$ cat src/rtl/motion_pkg.sv
// Shared types and constants for the timed motion command sequencer.
// Latency: none (declarations only).
// Backpressure: none (declarations only).
package motion_pkg;

    localparam logic [7:0] ACT_IDLE   = 8'h30;
    localparam logic [7:0] ACT_FWD    = 8'h31;
    localparam logic [7:0] ACT_REV    = 8'h32;
    localparam logic [7:0] ACT_LEFT   = 8'h33;
    localparam logic [7:0] ACT_RIGHT  = 8'h34;
    localparam logic [7:0] ABORT_BYTE = 8'h53;

    typedef enum logic {
        P_CMD,
        P_DUR
    } parse_state_t;

    typedef enum logic [1:0] {
        S_IDLE,
        S_LOAD,
        S_GAP,
        S_RUN
    } exec_state_t;

    typedef struct packed {
        logic [7:0] cmd;
        logic [7:0] dur;
    } frame_t;

    // True for the five codes the PWM driver understands.
    function automatic logic is_motion_cmd(input logic [7:0] b);
        case (b)
            ACT_IDLE, ACT_FWD, ACT_REV, ACT_LEFT, ACT_RIGHT: return 1'b1;
            default: return 1'b0;
        endcase
    endfunction

endpackage

$ cat src/rtl/motion_sequencer_if.sv
// Byte-receiver handshake plus driver-facing status of the motion sequencer.
// Latency: none (wiring only).
// Backpressure: rx_ready is owned by the sequencer side.
interface motion_sequencer_if #(
    parameter int FIFO_DEPTH = 4
);
    localparam int CW = $clog2(FIFO_DEPTH) + 1;

    logic [7:0]    rx_data;
    logic          rx_valid;
    logic          rx_ready;
    logic [7:0]    action;
    logic          busy;
    logic [CW-1:0] fifo_count;
    logic          err_pulse;

    modport master (
        output rx_data, rx_valid,
        input  rx_ready, action, busy, fifo_count, err_pulse
    );

    modport slave (
        input  rx_data, rx_valid,
        output rx_ready, action, busy, fifo_count, err_pulse
    );

endinterface

$ cat src/rtl/motion_fifo.sv
// Synchronous frame FIFO with first-word fall-through read and a flush.
// Latency: pushed word visible on pop_data the cycle after the push edge.
// Backpressure: push ignored when full, pop ignored when empty; flush wins over both.
module motion_fifo #(
    parameter int DEPTH = 4,
    parameter int WIDTH = 16
) (
    input  logic                     clk,
    input  logic                     rst,
    input  logic                     flush,
    input  logic                     push,
    input  logic [WIDTH-1:0]         push_data,
    input  logic                     pop,
    output logic [WIDTH-1:0]         pop_data,
    output logic                     full,
    output logic                     empty,
    output logic [$clog2(DEPTH):0]   count
);
    localparam int AW = $clog2(DEPTH);

    logic [WIDTH-1:0] mem [DEPTH];
    logic [AW-1:0]    wr_ptr;
    logic [AW-1:0]    rd_ptr;
    logic [AW:0]      count_q;
    logic             do_push;
    logic             do_pop;

    assign full     = (count_q == (AW+1)'(DEPTH));
    assign empty    = (count_q == '0);
    assign count    = count_q;
    assign pop_data = mem[rd_ptr];
    assign do_push  = push && !full;
    assign do_pop   = pop && !empty;

    // Storage write; contents need no reset since count gates every read.
    always_ff @(posedge clk) begin
        if (do_push) begin
            mem[wr_ptr] <= push_data;
        end
    end

    // Pointers and occupancy; power-of-2 depth lets pointers wrap naturally.
    always_ff @(posedge clk) begin
        if (rst || flush) begin
            wr_ptr  <= '0;
            rd_ptr  <= '0;
            count_q <= '0;
        end else begin
            if (do_push) begin
                wr_ptr <= wr_ptr + AW'(1);
            end
            if (do_pop) begin
                rd_ptr <= rd_ptr + AW'(1);
            end
            case ({do_push, do_pop})
                2'b10:   count_q <= count_q + (AW+1)'(1);
                2'b01:   count_q <= count_q - (AW+1)'(1);
                default: count_q <= count_q;
            endcase
        end
    end

endmodule

$ cat src/rtl/motion_sequencer.sv
// Parses {cmd,dur} byte pairs, buffers them, and replays each cmd on action for dur ticks.
// Latency: action = cmd two cycles after the duration byte when idle; S_LOAD adds one cycle between frames.
// Backpressure: rx_ready drops only for a duration byte while the FIFO is full; command bytes (and abort) always pass.
module motion_sequencer
    import motion_pkg::*;
#(
    parameter int TICK_DIV   = 50000,
    parameter int FIFO_DEPTH = 4,
    parameter int GAP_TICKS  = 20
) (
    input  logic              clk,
    input  logic              rst,
    motion_sequencer_if.slave bus
);
    localparam int CW = $clog2(FIFO_DEPTH) + 1;
    localparam int PW = (TICK_DIV > 1) ? $clog2(TICK_DIV) : 1;
    localparam logic [PW-1:0] PRE_RELOAD = PW'(TICK_DIV - 1);
    localparam logic [7:0]    GAP_RELOAD = (GAP_TICKS > 0) ? 8'(GAP_TICKS - 1) : 8'd0;

    // Parser
    parse_state_t  parse_q;
    parse_state_t  parse_d;
    logic [7:0]    pend_cmd_q;
    logic          err_q;
    logic          hs;
    logic          push;
    logic          abort;
    logic          bad_byte;
    logic          latch_cmd;

    // FIFO
    logic          fifo_full;
    logic          fifo_empty;
    logic          pop;
    logic [CW-1:0] fifo_cnt;
    frame_t        head;

    // Executor
    exec_state_t   state_q;
    exec_state_t   state_d;
    frame_t        cur_q;
    logic [7:0]    action_q;
    logic [7:0]    action_d;
    logic          busy_q;
    logic          busy_d;
    logic [7:0]    tick_q;
    logic [PW-1:0] pre_q;
    logic          expire;
    logic          need_gap;

    assign bus.rx_ready   = (parse_q == P_CMD) || !fifo_full;
    assign hs             = bus.rx_valid && bus.rx_ready;
    assign bus.action     = action_q;
    assign bus.busy       = busy_q;
    assign bus.fifo_count = fifo_cnt;
    assign bus.err_pulse  = err_q;

    // Byte classification and parser next state.
    always_comb begin
        parse_d   = parse_q;
        push      = 1'b0;
        abort     = 1'b0;
        bad_byte  = 1'b0;
        latch_cmd = 1'b0;
        if (hs) begin
            case (parse_q)
                P_CMD: begin
                    if (is_motion_cmd(bus.rx_data)) begin
                        latch_cmd = 1'b1;
                        parse_d   = P_DUR;
                    end else if (bus.rx_data == ABORT_BYTE) begin
                        abort = 1'b1;
                    end else begin
                        bad_byte = 1'b1;
                    end
                end
                default: begin
                    // A zero duration silently drops the frame.
                    parse_d = P_CMD;
                    push    = (bus.rx_data != 8'd0);
                end
            endcase
        end
    end

    // Parser state, pending command byte and the registered error pulse.
    always_ff @(posedge clk) begin
        if (rst) begin
            parse_q    <= P_CMD;
            pend_cmd_q <= ACT_IDLE;
            err_q      <= 1'b0;
        end else begin
            parse_q <= parse_d;
            err_q   <= bad_byte;
            if (latch_cmd) begin
                pend_cmd_q <= bus.rx_data;
            end
        end
    end

    motion_fifo #(
        .DEPTH (FIFO_DEPTH),
        .WIDTH (16)
    ) u_fifo (
        .clk       (clk),
        .rst       (rst),
        .flush     (abort),
        .push      (push),
        .push_data ({pend_cmd_q, bus.rx_data}),
        .pop       (pop),
        .pop_data  (head),
        .full      (fifo_full),
        .empty     (fifo_empty),
        .count     (fifo_cnt)
    );

    assign pop    = (state_q == S_LOAD);
    assign expire = (pre_q == '0) && (tick_q == 8'd0);
    // cur_q.cmd still holds the previously executed command while in S_LOAD.
    assign need_gap = (GAP_TICKS > 0) && (cur_q.cmd != ACT_IDLE) &&
                      (head.cmd != ACT_IDLE) && (head.cmd != cur_q.cmd);

    // Executor state register plus its registered outputs.
    always_ff @(posedge clk) begin
        if (rst) begin
            state_q  <= S_IDLE;
            action_q <= ACT_IDLE;
            busy_q   <= 1'b0;
        end else begin
            state_q  <= state_d;
            action_q <= action_d;
            busy_q   <= busy_d;
        end
    end

    // Executor next state; abort forces idle regardless of the timers.
    always_comb begin
        state_d = state_q;
        case (state_q)
            S_IDLE: if (!fifo_empty) state_d = S_LOAD;
            S_LOAD: state_d = need_gap ? S_GAP : S_RUN;
            S_GAP:  if (expire) state_d = S_RUN;
            S_RUN:  if (expire) state_d = fifo_empty ? S_IDLE : S_LOAD;
            default: state_d = S_IDLE;
        endcase
        if (abort) begin
            state_d = S_IDLE;
        end
    end

    // Output decode from the next state so action/busy change on the transition edge.
    always_comb begin
        action_d = action_q;
        busy_d   = (state_d != S_IDLE);
        case (state_d)
            S_IDLE, S_GAP: action_d = ACT_IDLE;
            S_RUN:         action_d = (state_q == S_LOAD) ? head.cmd : cur_q.cmd;
            default:       action_d = action_q;
        endcase
    end

    // Current frame; reverts to idle whenever the executor goes idle so no gap follows.
    always_ff @(posedge clk) begin
        if (rst) begin
            cur_q <= {ACT_IDLE, 8'd0};
        end else if (state_d == S_IDLE) begin
            cur_q <= {ACT_IDLE, 8'd0};
        end else if (state_q == S_LOAD) begin
            cur_q <= head;
        end
    end

    // Tick down-counter with prescaler, restarted on each entry to S_GAP or S_RUN.
    always_ff @(posedge clk) begin
        if (rst || abort) begin
            tick_q <= 8'd0;
            pre_q  <= '0;
        end else if ((state_d != state_q) && (state_d == S_RUN)) begin
            tick_q <= ((state_q == S_LOAD) ? head.dur : cur_q.dur) - 8'd1;
            pre_q  <= PRE_RELOAD;
        end else if ((state_d != state_q) && (state_d == S_GAP)) begin
            tick_q <= GAP_RELOAD;
            pre_q  <= PRE_RELOAD;
        end else if (((state_q == S_GAP) || (state_q == S_RUN)) && !expire) begin
            if (pre_q == '0) begin
                pre_q  <= PRE_RELOAD;
                tick_q <= tick_q - 8'd1;
            end else begin
                pre_q <= pre_q - PW'(1);
            end
        end
    end

endmodule

$ cat src/flat_wrapper.sv
// flat-port wrapper written by rule: the top's interface ports become plain ports
module motion_sequencer_flat import motion_pkg::*;
#(
    parameter int TICK_DIV   = 50000,
    parameter int FIFO_DEPTH = 4,
    parameter int GAP_TICKS  = 20
)
  (clk, rst, bus_rx_data, bus_rx_valid, bus_rx_ready, bus_action, bus_busy, bus_fifo_count, bus_err_pulse);
  motion_sequencer_if #(.FIFO_DEPTH(FIFO_DEPTH)) bus_i ();
  input  logic clk;
  input  logic rst;
  input wire logic [$bits(bus_i.rx_data)-1:0] bus_rx_data;
  input wire logic [$bits(bus_i.rx_valid)-1:0] bus_rx_valid;
  output wire logic [$bits(bus_i.rx_ready)-1:0] bus_rx_ready;
  output wire logic [$bits(bus_i.action)-1:0] bus_action;
  output wire logic [$bits(bus_i.busy)-1:0] bus_busy;
  output wire logic [$bits(bus_i.fifo_count)-1:0] bus_fifo_count;
  output wire logic [$bits(bus_i.err_pulse)-1:0] bus_err_pulse;
  assign bus_i.rx_data = bus_rx_data;
  assign bus_i.rx_valid = bus_rx_valid;
  assign bus_rx_ready = bus_i.rx_ready;
  assign bus_action = bus_i.action;
  assign bus_busy = bus_i.busy;
  assign bus_fifo_count = bus_i.fifo_count;
  assign bus_err_pulse = bus_i.err_pulse;
  motion_sequencer #(.TICK_DIV(TICK_DIV), .FIFO_DEPTH(FIFO_DEPTH), .GAP_TICKS(GAP_TICKS)) u_core (.clk(clk), .rst(rst), .bus(bus_i));
endmodule
$ cat config.mk
export PLATFORM = sky130hd
export DESIGN_NAME = motion_sequencer_flat
export DESIGN_NICKNAME = d
export VERILOG_FILES = /design/src/rtl/motion_pkg.sv /design/src/rtl/motion_sequencer_if.sv /design/src/rtl/motion_fifo.sv /design/src/rtl/motion_sequencer.sv /design/src/flat_wrapper.sv
export SDC_FILE = /design/constraint.sdc
export NUM_CORES = 1
export LEC_CHECK = 0
export ABC_AREA = 0
export BUFFER_PORTS_ARGS = -buffer_cell sky130_fd_sc_hd__buf_2
export CORE_UTILIZATION = 35
export CTS_BUF_LIST = sky130_fd_sc_hd__clkbuf_8
export DETAILED_ROUTE_END_ITERATION = 12
export RECOVER_POWER = 25
export SYNTH_ARGS = -nofsm -noshare
export SYNTH_HDL_FRONTEND = slang
export SYNTH_SLANG_ARGS = --single-unit
$ cat constraint.sdc
create_clock -name clk -period 3.02 [get_ports clk]
set_clock_uncertainty 0.1 [all_clocks]
set_input_delay 0.604 -clock clk [delete_from_list [all_inputs] [get_ports clk]]
set_output_delay 0.604 -clock clk [all_outputs]
set_load 0.02 [all_outputs]
* Word level (Yosys, flattened, before mapping) *
Memory sizes are Yosys's and may differ from the RTL's. A register that Yosys moved wholly into a read port is not among the register bits.
Index checks and enable logic that the tools add are counted.

storage, ports and cells
  flip-flop bits (word level) = 68
  bits in writable memories = 64
  input bits = 11
  output and inout bits = 14
  logic and storage cells = 110
  memories kept = 1

cells by class
  $add $sub $neg = 7
  equal/unequal tests = 18
  multiplexer cells = 36
  bitwise operators = 2
  reductions and logical operators = 32

memory list
  name               depth  width  rd ports  clocked after memory_dff  wr ports  line               source
  u_core.u_fifo.mem  4      16     1         1                         1         motion_fifo.sv:21  logic [WIDTH-1:0] mem [DEPTH];

operators by type and width
  operator                                             number
  2-to-1 mux 16 bit                                    4
  2-to-1 mux 8 bit                                     6
  == test 8 x 6 -> 1 bit (second input constant)       5
  2-to-1 mux 1 bit                                     17
  logical NOT 16 bit                                   1
  != test 8 x 6 -> 1 bit (second input constant)       2
  one-hot mux 8 bit (2 select lines)                   1
  subtractor 16 x 1 -> 16 bit (second input constant)  1
  subtractor 8 x 1 -> 8 bit (second input constant)    2
  2-to-1 mux 2 bit                                     6
  == test 2 bit (second input constant)                5
  logical AND 1 bit                                    9
  == test 8 x 7 -> 1 bit (second input constant)       1
  logical NOT 8 bit                                    1
  != test 8 bit                                        1
  one-hot mux 2 bit (4 select lines)                   1
  nonzero test 8 bit                                   1
  one-hot mux 3 bit (2 select lines)                   1
  nonzero test 2 bit                                   3
  nonzero test 3 bit                                   2
  OR reduction 5 bit                                   1
  adder 2 x 1 -> 2 bit (second input constant)         2
  == test 2 x 1 -> 1 bit (second input constant)       2
  logical NOT 2 bit                                    2
  other kinds (12)                                     18

* Depth between registers and ports, before layout *
Gate-level depths: netlist of run 1.

  word-level depth = 13
  gate-level depth with buffers = 11
  gate-level depth less buffers = 11

* By module *
Synthesis of run 1 repeated with hierarchy kept, for this count alone.

second synthesis, totals
  cell total of the unflattened synthesis = 490
  area, all modules = 5913.2 µm²

modules (own cells, without submodules)
  module            times used  cells each  area an instance (µm²)  seq. area each (µm²)
  motion_sequencer  1           350         3109.2                  1221.2
  motion_fifo       1           140         2803.9                  2102.0

* Worst setup path after synthesis of run 1 *
OpenSTA, ideal clock, no wires.

  path type = input -> register
  from = input port bus_rx_data[7]
  to = register u_core.u_fifo.count_q[2], in the netlist u_core.u_fifo.count[2]
  setup time = 0.128 ns
  arrival = 2.522 ns
  required time = 2.792 ns
  path slack = 0.270 ns
  stages = 10
  path buffers = 0
  path through = or4_1 -> o211a_1 -> inv_1 -> ha_1 -> inv_1 -> fa_1 -> xor2_1 -> nor2_1 -> xnor2_1 -> nor2_1

between the ends
  longest elaborated chain between the ends = 9
  elaborated cells on any way between the ends = 23
  classes of those cells = 8 x eq/ne; 10 x mux; 5 x reduce/logical

RTL lines
  what                    line                    source
  start, declared         flat_wrapper.sv:12      input wire logic [$bits(bus_i.rx_data)-1:0] bus_rx_data;
  == test 8 x 6 -> 1 bit  motion_pkg.sv:32        case (b)
  OR reduction 5 bit      motion_pkg.sv:32
  2-to-1 mux 1 bit        motion_pkg.sv:32
  2-to-1 mux 1 bit        motion_sequencer.sv:66  case (parse_q)
  2-to-1 mux 1 bit        motion_sequencer.sv:65  if (hs) begin
  2-to-1 mux 1 bit        motion_sequencer.sv:68  if (is_motion_cmd(bus.rx_data)) begin
  2-to-1 mux 1 bit        motion_sequencer.sv:66
  2-to-1 mux 1 bit        motion_sequencer.sv:65
  logical OR 1 bit        motion_fifo.sv:44       if (rst || flush) begin
  end signal, assigned    motion_fifo.sv:56       2'b10: count_q <= count_q + (AW+1)'(1);
  end signal, assigned    motion_fifo.sv:57       2'b01: count_q <= count_q - (AW+1)'(1);
  end signal, assigned    motion_fifo.sv:58       default: count_q <= count_q;
  end, declared           motion_fifo.sv:24       logic [AW:0] count_q;

Several ways; a longest one is shown, not always the timed one. The select of a mux whose other input is x is not followed.
A chain may end at the register's enable or synchronous reset.

* Worst setup path in the final report of run 1 *
  from = register u_core.tick_q[3]
  to = register u_core.cur_q[3] in the netlist's numbering

between the ends
  longest elaborated chain between the ends = 7
  elaborated cells on any way between the ends = 8
  classes of those cells = 4 x mux; 4 x reduce/logical

RTL lines
  what                                        line                                              source
  start, declared                             motion_sequencer.sv:46                            logic [7:0] tick_q;
  start signal, assigned                      motion_sequencer.sv:179                           tick_q <= ((state_q == S_LOAD) ? head.dur : cur_q.dur) - 8'd1;
  start signal, assigned                      motion_sequencer.sv:187                           tick_q <= tick_q - 8'd1;
  logical NOT 8 bit *                         motion_sequencer.sv:118                           assign expire = (pre_q == '0) && (tick_q == 8'd0);
  logical AND 1 bit *                         motion_sequencer.sv:118
  2-to-1 mux 2 bit, on equally long branches  motion_sequencer.sv:143, motion_sequencer.sv:142
  one-hot mux 2 bit (4 select lines) *        motion_sequencer.sv:139                           case (state_q)
  2-to-1 mux 2 bit *                          motion_sequencer.sv:146                           if (abort) begin
  logical NOT 2 bit *                         motion_sequencer.sv:166                           end else if (state_d == S_IDLE) begin
  OR reduction 2 bit (no line) *              --
  end signal, assigned                        motion_sequencer.sv:165                           cur_q <= {ACT_IDLE, 8'd0};
  end signal, assigned                        motion_sequencer.sv:167                           cur_q <= {ACT_IDLE, 8'd0};
  end, declared                               motion_sequencer.sv:41                            frame_t cur_q;

Every way passes the cells marked *; elsewhere a longest branch is shown, timed or not.

==> results of run 1 <==
[layer usage]
metal,part of all wire (%),up-vias
met2,49,65
met4,0.74,0
met1,47,1791
met3,3.3,6
li1,-,1817
met5,0,-
[cell families (layout without fill, tap and decap cells)]
logic type | count (synthesis) | in the layout
AO/OA/AOI/OAI | 61 | 61
AND/OR/NAND/NOR | 164 | 164
adder cells (fa/ha/maj) | 11 | 11
flip-flops | 134 | 134
XOR/XNOR | 34 | 34
buffers and inverters | 30 | 88
multiplexers | 36 | 36
[placed cells by master, fill, tap and decap left out, types with 15 or more instances in the layout]
master    instances
mux4_2           17
nand2_1          17
edfxtp_1         64
nor2_1           63
inv_1            15
xor2_1           17
dfxtp_1          70
buf_2            18
xnor2_1          17
mux2i_1          19
nand3_1          15
a21oi_1          20
clkbuf_8         17
[state kept, by name (all words and copies together) (netlist names), named ones only]
signal and count:
u_core.state_q 2, u_core.u_fifo.wr_ptr 2, u_core.parse_q 1, u_core.bus.busy 1
u_core.bus.err_pulse 1, u_core.u_fifo.count 3, u_core.u_fifo.rd_ptr 2, u_core.cur_q 16
u_core.bus.action 8, u_core.tick_q 8, u_core.u_fifo.mem 64, u_core.pend_cmd_q 8
u_core.pre_q 16
[cell type report]
| cell class | count | area [um^2] | share of cell area (%) |
|---|---|---|---|
| clock buffers | 17 | 234 | 3.54 |
| clock inverters | 15 | 158 | 2.38 |
| flip-flops and latches | 134 | 3320 | 50.2 |
| well taps | 216 | 270 | 4.09 |
| repair buffers | 40 | 258 | 3.90 |
| multi-input cells | 306 | 2310 | 34.9 |
| inverters | 16 | 60.1 | 0.908 |
[path summary, 6_finish.rpt]
kind	start	endpoint	slack, ns	cells after the start
setup reg to reg	u_core.tick_q[3]$_SDFFE_PP0P_	u_core.cur_q[3]$_SDFFE_PP0P_	0.35	6
hold / removal	rst	u_core.pend_cmd_q[0]$_SDFFE_PP0P_	0.38	2
hold reg to reg	u_core.bus.action[5]$_SDFFE_PP1P_	u_core.bus.action[5]$_SDFFE_PP1P_	0.41	2
setup / recovery	u_core.tick_q[3]$_SDFFE_PP0P_	u_core.cur_q[3]$_SDFFE_PP0P_	0.35	6
[stage by stage]
stage / util [%] / hold slack, ns
2_1_floorplan: - / 0.352
3_3_place_gp: 39.1 / 0.369
3_5_place_dp: 39.1 / 0.389
4_1_cts: 41.5 / 0.278
5_1_grt: 41.5 / 0.360
6_report: 41.5 / 0.381
[power groups by stage]
stage               Combinational (W)  Sequential [W]  Clock (W)
floorplan                    0.000617         0.00204          0
global placement             0.000901         0.00204          0
detailed placement           0.000910         0.00205          0
CTS                          0.000916         0.00201    0.00150
global route                  0.00100         0.00201    0.00156
finish                       0.000909         0.00201    0.00145
[critical path, cell delays in order, from the launching register on]
cell     delay (ns)
dfxtp_1        0.37
or4_4          0.59
or4b_4         0.55
o21ai_1        0.19
o21ai_2        0.09
o21ai_2        0.54
nor2_1         0.11
==> results_dict.tcl, run 1 <==
set metrics [dict create \
    ant_nets 0 \
    fmax_mhz 374 \
    p_per_area_nw_per_um2 661 \
    switching_share_pct 29.0 \
    period_minus_slack_ns 2.67 \
    setup_ws_ns 0.348 \
    area_delta_synth_final_pct 14.9 \
    ir_drop_v 0.000331 \
    status "finished, final reports clean" \
    core_area_um2 15900 \
    cts_buffers 17 \
    ioPinCount 25 \
    initial_utilization_pct 36.1 \
    synthMuxAreaShare_pct 9.95 \
    seqPwrFrac_pct 45.9 \
    clk_latency_ns 0.44 \
    combinationalPowerShare_pct 20.8 \
    clockPowerShare_pct 33.3 \
    setup_viol 0 \
    synth_most_common_cell "dfxtp_1" \
    fin_area_um2 6610 \
    port_buffers 24 \
    die-area_um2 17000 \
    post_drt_wl_per_cell_um 15.4 \
    maxSlewViolCount 0 \
    finalHoldViolCount 0 \
    crit_type "reg2reg" \
    drt_iter0_drc 150 \
    ctsResizeCount 0 \
    yosys_warnings 0 \
    synth_top_area_cell "edfxtp_1" \
    worst_pin_slew_ns 0.908 \
    met2_usage_pct 24.8 \
    synth_ff_type "dfxtp_1" \
    p_int_w 0.00310 \
    setup_tns_ns 0 \
    grt_max_degree 22 \
    h-tree-depth 4 \
    grt_use_total_pct 14.8 \
    slew_headroom_pct 39.4 \
    power_w 0.00437 \
    gp_congestion 0.860 \
    synthTopCellsByCount "dfxtp_1 (70), edfxtp_1 (64), nor2_1 (63), a21oi_1 (20), mux2i_1 (19)" \
    synth.net_count 492 \
    postCtsHoldBufs 0 \
    cts_setup_buffers 0 \
    use_met3_pct 3.44 \
    place_area_um2 6230 \
    die_y_um 130 \
    clock_path_buffers 2 \
    required_ns 3.22 \
    ys_ff_latch 134 \
    firstDrtPassIters 5 \
    wl_um 11400 \
    fill_cells 1507 \
    synth-compound-area-share_pct 7.19 \
    num_rows 46 \
    cts_root_buf "clkbuf_8" \
    syn_inst 470 \
    via_per_inst 4.94 \
    synth_area_leaders "edfxtp_1 (33%), dfxtp_1 (24%), mux4_2 (6.7%)" \
    synth_edf_count 64 \
    post-place-ws_ns 0.114 \
    synth_top_family_by_area "simple AND/OR/NAND/NOR gates" \
    antenna_cells 0 \
    grt-ovfl-total 0 \
    grt_util_met1_pct 18.8 \
    synthesis.area_um2 5760 \
    synth_adder_area_share_pct 2.52 \
    path_clk_slew_ns 0.08 \
    switchingPower_w 0.00127 \
    drcViolationCount 0 \
    min_path_type "in2reg" \
    synth-simple-area-share_pct 15.3 \
    antenna_found_initial 0 \
    first_global_vias 3574 \
    stdcell_count 744 \
    p_leak_nw 2.37 \
    rsz0062_at_grt "no" \
    grt_pass1_wl_um 18700 \
    finalCritPeriodShare_pct 88.5 \
    cp-start-kind "flop" \
    grt.busiest_layer "met2" \
    drive_gt1_share_pct 19.1 \
    yosysTopAreaCellShare_pct 33.4 \
    synth_seq_area_share_pct 57.7 \
    cts_tree "yes" \
    syn_avg_cell_area_um2 12.2 \
    post-place-cells 712 \
    fin_nets 537 \
    vias 3679 \
    critical_path.max_fanout 15 \
    maxCapViolCount 0 \
    clock-sinks 134 \
    cp_data_arrival_time_ns 2.87 \
    post-dp-hpwl_um 7990 \
    die_width_um 130 \
    synthXorXnorAreaFrac_pct 5.17 \
    async_reset_ff_share_pct 0 \
    ys_types 59 \
    cp-end-kind "flop" \
]
No activity file was read; power rests on OpenSTA's default activity.
==> run 2, diff against run 1 <==
--- a/config.mk
+++ b/config.mk
@@ -10,6 +10,7 @@
 export CORE_UTILIZATION = 35
 export CTS_BUF_LIST = sky130_fd_sc_hd__clkbuf_8
 export DETAILED_ROUTE_END_ITERATION = 12
+export PLACE_DENSITY_LB_ADDON = 0.08
 export RECOVER_POWER = 25
 export SYNTH_ARGS = -nofsm -noshare
 export SYNTH_HDL_FRONTEND = slang
==> run 2 against run 1 <==
First-iteration DRC count increased by 53%. Fmax fell by 1.2%. Largest power group unchanged. Final area hardly changed. Power down 2.0%. Highest routed layer unchanged. Utilization about the same. Sequential power about the same. Flip-flop and latch count unchanged. Count of clock-buffer cells in the layout stayed put.
==> results_dict.tcl, run 2 (synthesized netlist as in run 1, its figures left out) <==
set metrics [dict create \
    fin_util_pct 41.5 \
    p_leak_nw 2.38 \
    num_rows 46 \
    path_common_cell "o21ai_2" \
    ir_drop_v 0.000356 \
    combinationalPowerShare_pct 21.0 \
    grt_pass1_wl_um 20000 \
    clock-sinks 134 \
    finalHoldViolCount 0 \
    firstDrtPassIters 5 \
    cp_data_arrival_time_ns 2.90 \
    first_global_vias 3786 \
    grt_use_total_pct 16.1 \
    post-dp-hpwl_um 8540 \
    mostFrequentLayoutCell "dfxtp_1" \
    stdcell_count 751 \
    ctsResizeCount 0 \
    die-area_um2 17000 \
    port_buffers 24 \
    fmax_mhz 370 \
    maxSlewViolCount 0 \
    rsz0062_at_grt "no" \
    reg_top3 "u_core.u_fifo.mem: 64 flops, u_core.cur_q: 16 flops, u_core.pre_q: 16 flops" \
    h-tree-depth 4 \
    switching_share_pct 29.6 \
    initial_utilization_pct 36.1 \
    slew_headroom_pct 46.5 \
    clockPowerShare_pct 32.1 \
    grt_max_degree 22 \
    path_clk_slew_ns 0.09 \
    slowest_delay_ns 0.60 \
    postCtsHoldBufs 0 \
    crit_chain "or4_4, or4b_4, o21ai_1, o21ai_2, o21ai_2, nor2_1" \
    clock_path_buffers 2 \
    seqPwrFrac_pct 46.9 \
    area_delta_synth_final_pct 14.8 \
    p_per_area_nw_per_um2 648 \
    required_ns 3.21 \
    fill_cells 1548 \
    die_y_um 130 \
    crit_type "reg2reg" \
    wl_um 12300 \
    critPathBufInv 0 \
    post-place-cells 719 \
    power_w 0.00428 \
    cp-start-kind "flop" \
    antenna_cells 0 \
    p_int_w 0.00302 \
    critPathSlowestCell "o21ai_2" \
    grt-ovfl-total 0 \
    status "finished, final reports clean" \
    cts_tree "yes" \
    cts_root_buf "clkbuf_8" \
    gp_congestion 0.761 \
    fin_nets 544 \
    drive_gt1_share_pct 19.6 \
    holdWs_ns 0.381 \
    finalCritPeriodShare_pct 89.6 \
    cp-end-kind "flop" \
    final_cell_mix "dfxtp_1 (70), edfxtp_1 (64), nor2_1 (63)" \
    maxCapViolCount 0 \
    setup_viol 0 \
    period_minus_slack_ns 2.71 \
    largest_reg_flops 64 \
    min_path_type "in2reg" \
    regMostFlops "u_core.u_fifo.mem" \
    die_width_um 130 \
    core_area_um2 15900 \
    via_per_inst 4.90 \
    antenna_found_initial 0 \
    ioPinCount 25 \
    post_drt_wl_per_cell_um 16.3 \
    worst_pin_slew_ns 0.802 \
    switchingPower_w 0.00127 \
    vias 3677 \
    cts_buffers 17 \
    clk_latency_ns 0.44 \
    critical_path.top_delay_family "simple AND/OR/NAND/NOR gates" \
    critical_path.max_fanout 15 \
    cts_setup_buffers 0 \
    drcViolationCount 0 \
    ant_nets 0 \
    drt_iter0_drc 229 \
]
[run 2: worst reg2reg max path, delay by kind of cell (launching register included)]
kind | cells | cell delay (ns)
AND/OR/NAND/NOR | 3 | 1.23
flip-flops | 1 | 0.37
AO/OA/AOI/OAI | 3 | 0.86
[run 2: per-layer routing]
metal	vias up	track usage [%]	share of wire (%)
li1	1830	-	-
met1	1784	20.4	47
met2	57	26.8	48
met3	6	4.35	4.0
met4	0	4.72	0.91
met5	-	0	0
[run 2: worst paths after layout]
check                                                  startpoint                                 to  slack, ns  depth (start not counted)
worst min-delay path                                          rst        u_core.parse_q$_SDFFE_PP0P_       0.38                          2
worst max-delay path                u_core.tick_q[3]$_SDFFE_PP0P_       u_core.cur_q[2]$_SDFFE_PP0P_       0.31                          6
worst max register to register      u_core.tick_q[3]$_SDFFE_PP0P_       u_core.cur_q[2]$_SDFFE_PP0P_       0.31                          6
worst min register to register  u_core.bus.action[4]$_SDFFE_PP1P_  u_core.bus.action[4]$_SDFFE_PP1P_       0.39                          2
[run 2: per-stage QoR]
step	setup TNS [ns]	setup WS (ns)	instance area, um^2
after floorplan	0	0.270	5760
after global placement	-0.00255	-0.00204	6260
after detailed placement	-0.274	-0.0611	6260
after CTS	0	0.268	6620
after global routing	0	0.0715	6610
final	0	0.314	6610
[run 2: cell type report]
type / instances / area (um^2) / area share, %
Clock inverter: 15 / 133 / 2.01
Multi-Input combinational cell: 306 / 2310 / 35.0
Clock buffer: 17 / 234 / 3.54
Tap cell: 216 / 270 / 4.09
Sequential cell: 134 / 3320 / 50.3
Inverter: 16 / 60.1 / 0.909
Timing Repair Buffer: 47 / 278 / 4.20
[run 2: power groups by stage]
stage,logic [W],clock network [W],registers (W)
after global placement,0.000912,0,0.00205
after CTS,0.000906,0.00143,0.00201
after global routing,0.00101,0.00150,0.00202
after detailed placement,0.000900,0,0.00205
after floorplan,0.000617,0,0.00204
final,0.000900,0.00138,0.00201
==> run 3, diff against run 2 <==
--- a/config.mk
+++ b/config.mk
@@ -7,6 +7,7 @@
 export LEC_CHECK = 0
 export ABC_AREA = 0
 export BUFFER_PORTS_ARGS = -buffer_cell sky130_fd_sc_hd__buf_2
+export CORE_MARGIN = 2
 export CORE_UTILIZATION = 35
 export CTS_BUF_LIST = sky130_fd_sc_hd__clkbuf_8
 export DETAILED_ROUTE_END_ITERATION = 12
==> run 3 against run 2 <==
Critical path depth increased by 1. Die area increased by 3.1%. Worst setup slack improved by 0.024 ns. Sequential share of layout area decreased by 0.93 points. First-iteration DRC count decreased by 28%. Non-clock buffer count decreased by 1. Flip-flop and latch count unchanged. Clock power increased by 16%. Sequential power about the same. Via count increased by 0.35%. Highest routed layer unchanged.
==> results_dict.tcl, run 3 (synthesized netlist as in run 1, its figures left out) <==
set metrics [dict create \
    status "finished, final reports clean" \
    clk_latency_ns 0.44 \
    regMostFlops "u_core.u_fifo.mem" \
    hp-start "rst" \
    switching_share_pct 27.5 \
    drcViolationCount 0 \
    rr_worst_depth 7 \
    post-place-ws_ns -0.0765 \
    r2r_slack_ns 0.34 \
    fmax_mhz 373 \
    holdPathEnd "u_core.parse_q$_SDFFE_PP0P_" \
    finalCritPeriodShare_pct 88.8 \
    finalHoldViolCount 0 \
    holdWs_ns 0.373 \
    core_area_um2 16000 \
    cts_tree "yes" \
    cp_data_arrival_time_ns 2.90 \
    critical_path.max_fanout 7 \
    period_minus_slack_ns 2.68 \
    reg_top3 "u_core.u_fifo.mem: 64 flops, u_core.cur_q: 16 flops, u_core.pre_q: 16 flops" \
    switchingPower_w 0.00125 \
    post_drt_wl_per_cell_um 16.3 \
    setup_viol 0 \
    drive_gt1_share_pct 19.9 \
    largest_reg_flops 64 \
    combinationalPowerShare_pct 20.3 \
    mostFrequentLayoutCell "dfxtp_1" \
    grt_use_total_pct 15.0 \
    antenna_found_initial 0 \
    ant_nets 0 \
    slew_headroom_pct 42.2 \
    fill_cells 1541 \
    seqPwrFrac_pct 44.3 \
    multi_input_area_um2 2310 \
    power_w 0.00453 \
    min_path_type "in2reg" \
    regArea_um2 3320 \
    initial_utilization_pct 36.0 \
    rsz0062_at_grt "no" \
    rr_endpoint "u_core.tick_q[7]$_SDFFE_PP0P_" \
    num_rows 46 \
    hold_depth 2 \
    setup_ws_ns 0.338 \
    maxCapViolCount 0 \
    vias 3690 \
    worst_pin_slew_ns 0.867 \
    setup_tns_ns 0 \
    via_per_inst 4.92 \
    fin_nets 543 \
    ioPinCount 25 \
    wl_um 12200 \
    grt_pass1_wl_um 20100 \
    maxSlewViolCount 0 \
    die-area_um2 17500 \
    cts_root_buf "clkbuf_8" \
    port_buffers 24 \
    cts_buffers 17 \
    area_delta_synth_final_pct 17.0 \
    gp_congestion 0.857 \
    ctsResizeCount 0 \
    postCtsHoldBufs 0 \
    path_clk_slew_ns 0.07 \
    ir_drop_v 0.000311 \
    required_ns 3.24 \
    first_global_vias 3752 \
    clock_path_buffers 2 \
    antenna_cells 0 \
    cp-start-kind "flop" \
    drt_iter0_drc 164 \
    clock-sinks 134 \
    grt_max_degree 22 \
    p_leak_nw 2.44 \
    final_cell_mix "dfxtp_1 (70), edfxtp_1 (64), nor2_1 (63)" \
    post-dp-hpwl_um 8660 \
    clockPowerShare_pct 35.3 \
    h-tree-depth 4 \
    crit_type "reg2reg" \
    cp-end-kind "flop" \
    p_per_area_nw_per_um2 673 \
    firstDrtPassIters 4 \
    stdcell_count 750 \
    die_width_um 132 \
    cts_setup_buffers 0 \
    grt-ovfl-total 0 \
    p_int_w 0.00329 \
    die_y_um 132 \
    r2r-start "u_core.tick_q[3]$_SDFFE_PP0P_" \
    post-place-cells 718 \
]
-- run 3: worst max path at each step --
| stage | end | slack [ns] | from | cells after the start |
|---|---|---|---|---|
| after floorplan | u_core.u_fifo.count[2]$_SDFFE_PP0P_ | 0.27 | bus_rx_data[7] | 10 |
| after global placement | u_core.pre_q[15]$_SDFFE_PP0P_ | -0.03 | bus_rx_data[7] | 9 |
| after detailed placement | u_core.pre_q[15]$_SDFFE_PP0P_ | -0.08 | bus_rx_data[7] | 9 |
| after CTS | u_core.tick_q[4]$_SDFFE_PP0P_ | 0.30 | flop | 9 |
| after global routing | u_core.tick_q[4]$_SDFFE_PP0P_ | 0.17 | flop | 9 |
| final | u_core.tick_q[7]$_SDFFE_PP0P_ | 0.34 | u_core.tick_q[3]$_SDFFE_PP0P_ | 7 |
-- run 3: stage by stage --
| step | utilization (%) | cell area, um^2 |
|---|---|---|
| after global routing | 42.1 | 6730 |
| after floorplan | - | 5760 |
| after detailed placement | 39.5 | 6310 |
| after global placement | 39.5 | 6310 |
| final | 42.1 | 6730 |
| after CTS | 42.1 | 6740 |
-- run 3: power groups by stage --
stage | Sequential (W) | Combinational, W | Clock [W]
finish | 0.00201 | 0.000922 | 0.00160
global route | 0.00202 | 0.00104 | 0.00173
CTS | 0.00201 | 0.000925 | 0.00165
detailed placement | 0.00205 | 0.000922 | 0
global placement | 0.00205 | 0.000923 | 0
floorplan | 0.00204 | 0.000617 | 0
-- run 3: area by class of cell --
class	instances	area share, %
sequential	134	49.3
multi-input combinational	306	34.3
timing repair buffer	46	5.02
tap	216	4.01
clock buffer	18	3.68
clock inverter	14	2.73
inverter	16	0.892
-- run 3: worst max-delay path, cell delays in order, from the launching register on --
cell and delay [ns]:
dfxtp_1 0.37, or4_4 0.59, or4b_4 0.55, or3_4 0.41
a21oi_2 0.20, o21ai_1 0.09, a21oi_1 0.17, o22ai_1 0.09
-- run 3: layer usage --
layer  global-route usage [%]  vias up  share of wire (%)
met1                     19.2     1793                 47
met3                     4.27       13                2.9
met2                     24.4       56                 49
met4                     5.02        0                1.3
met5                        0        -                  0
li1                         -     1828                  -
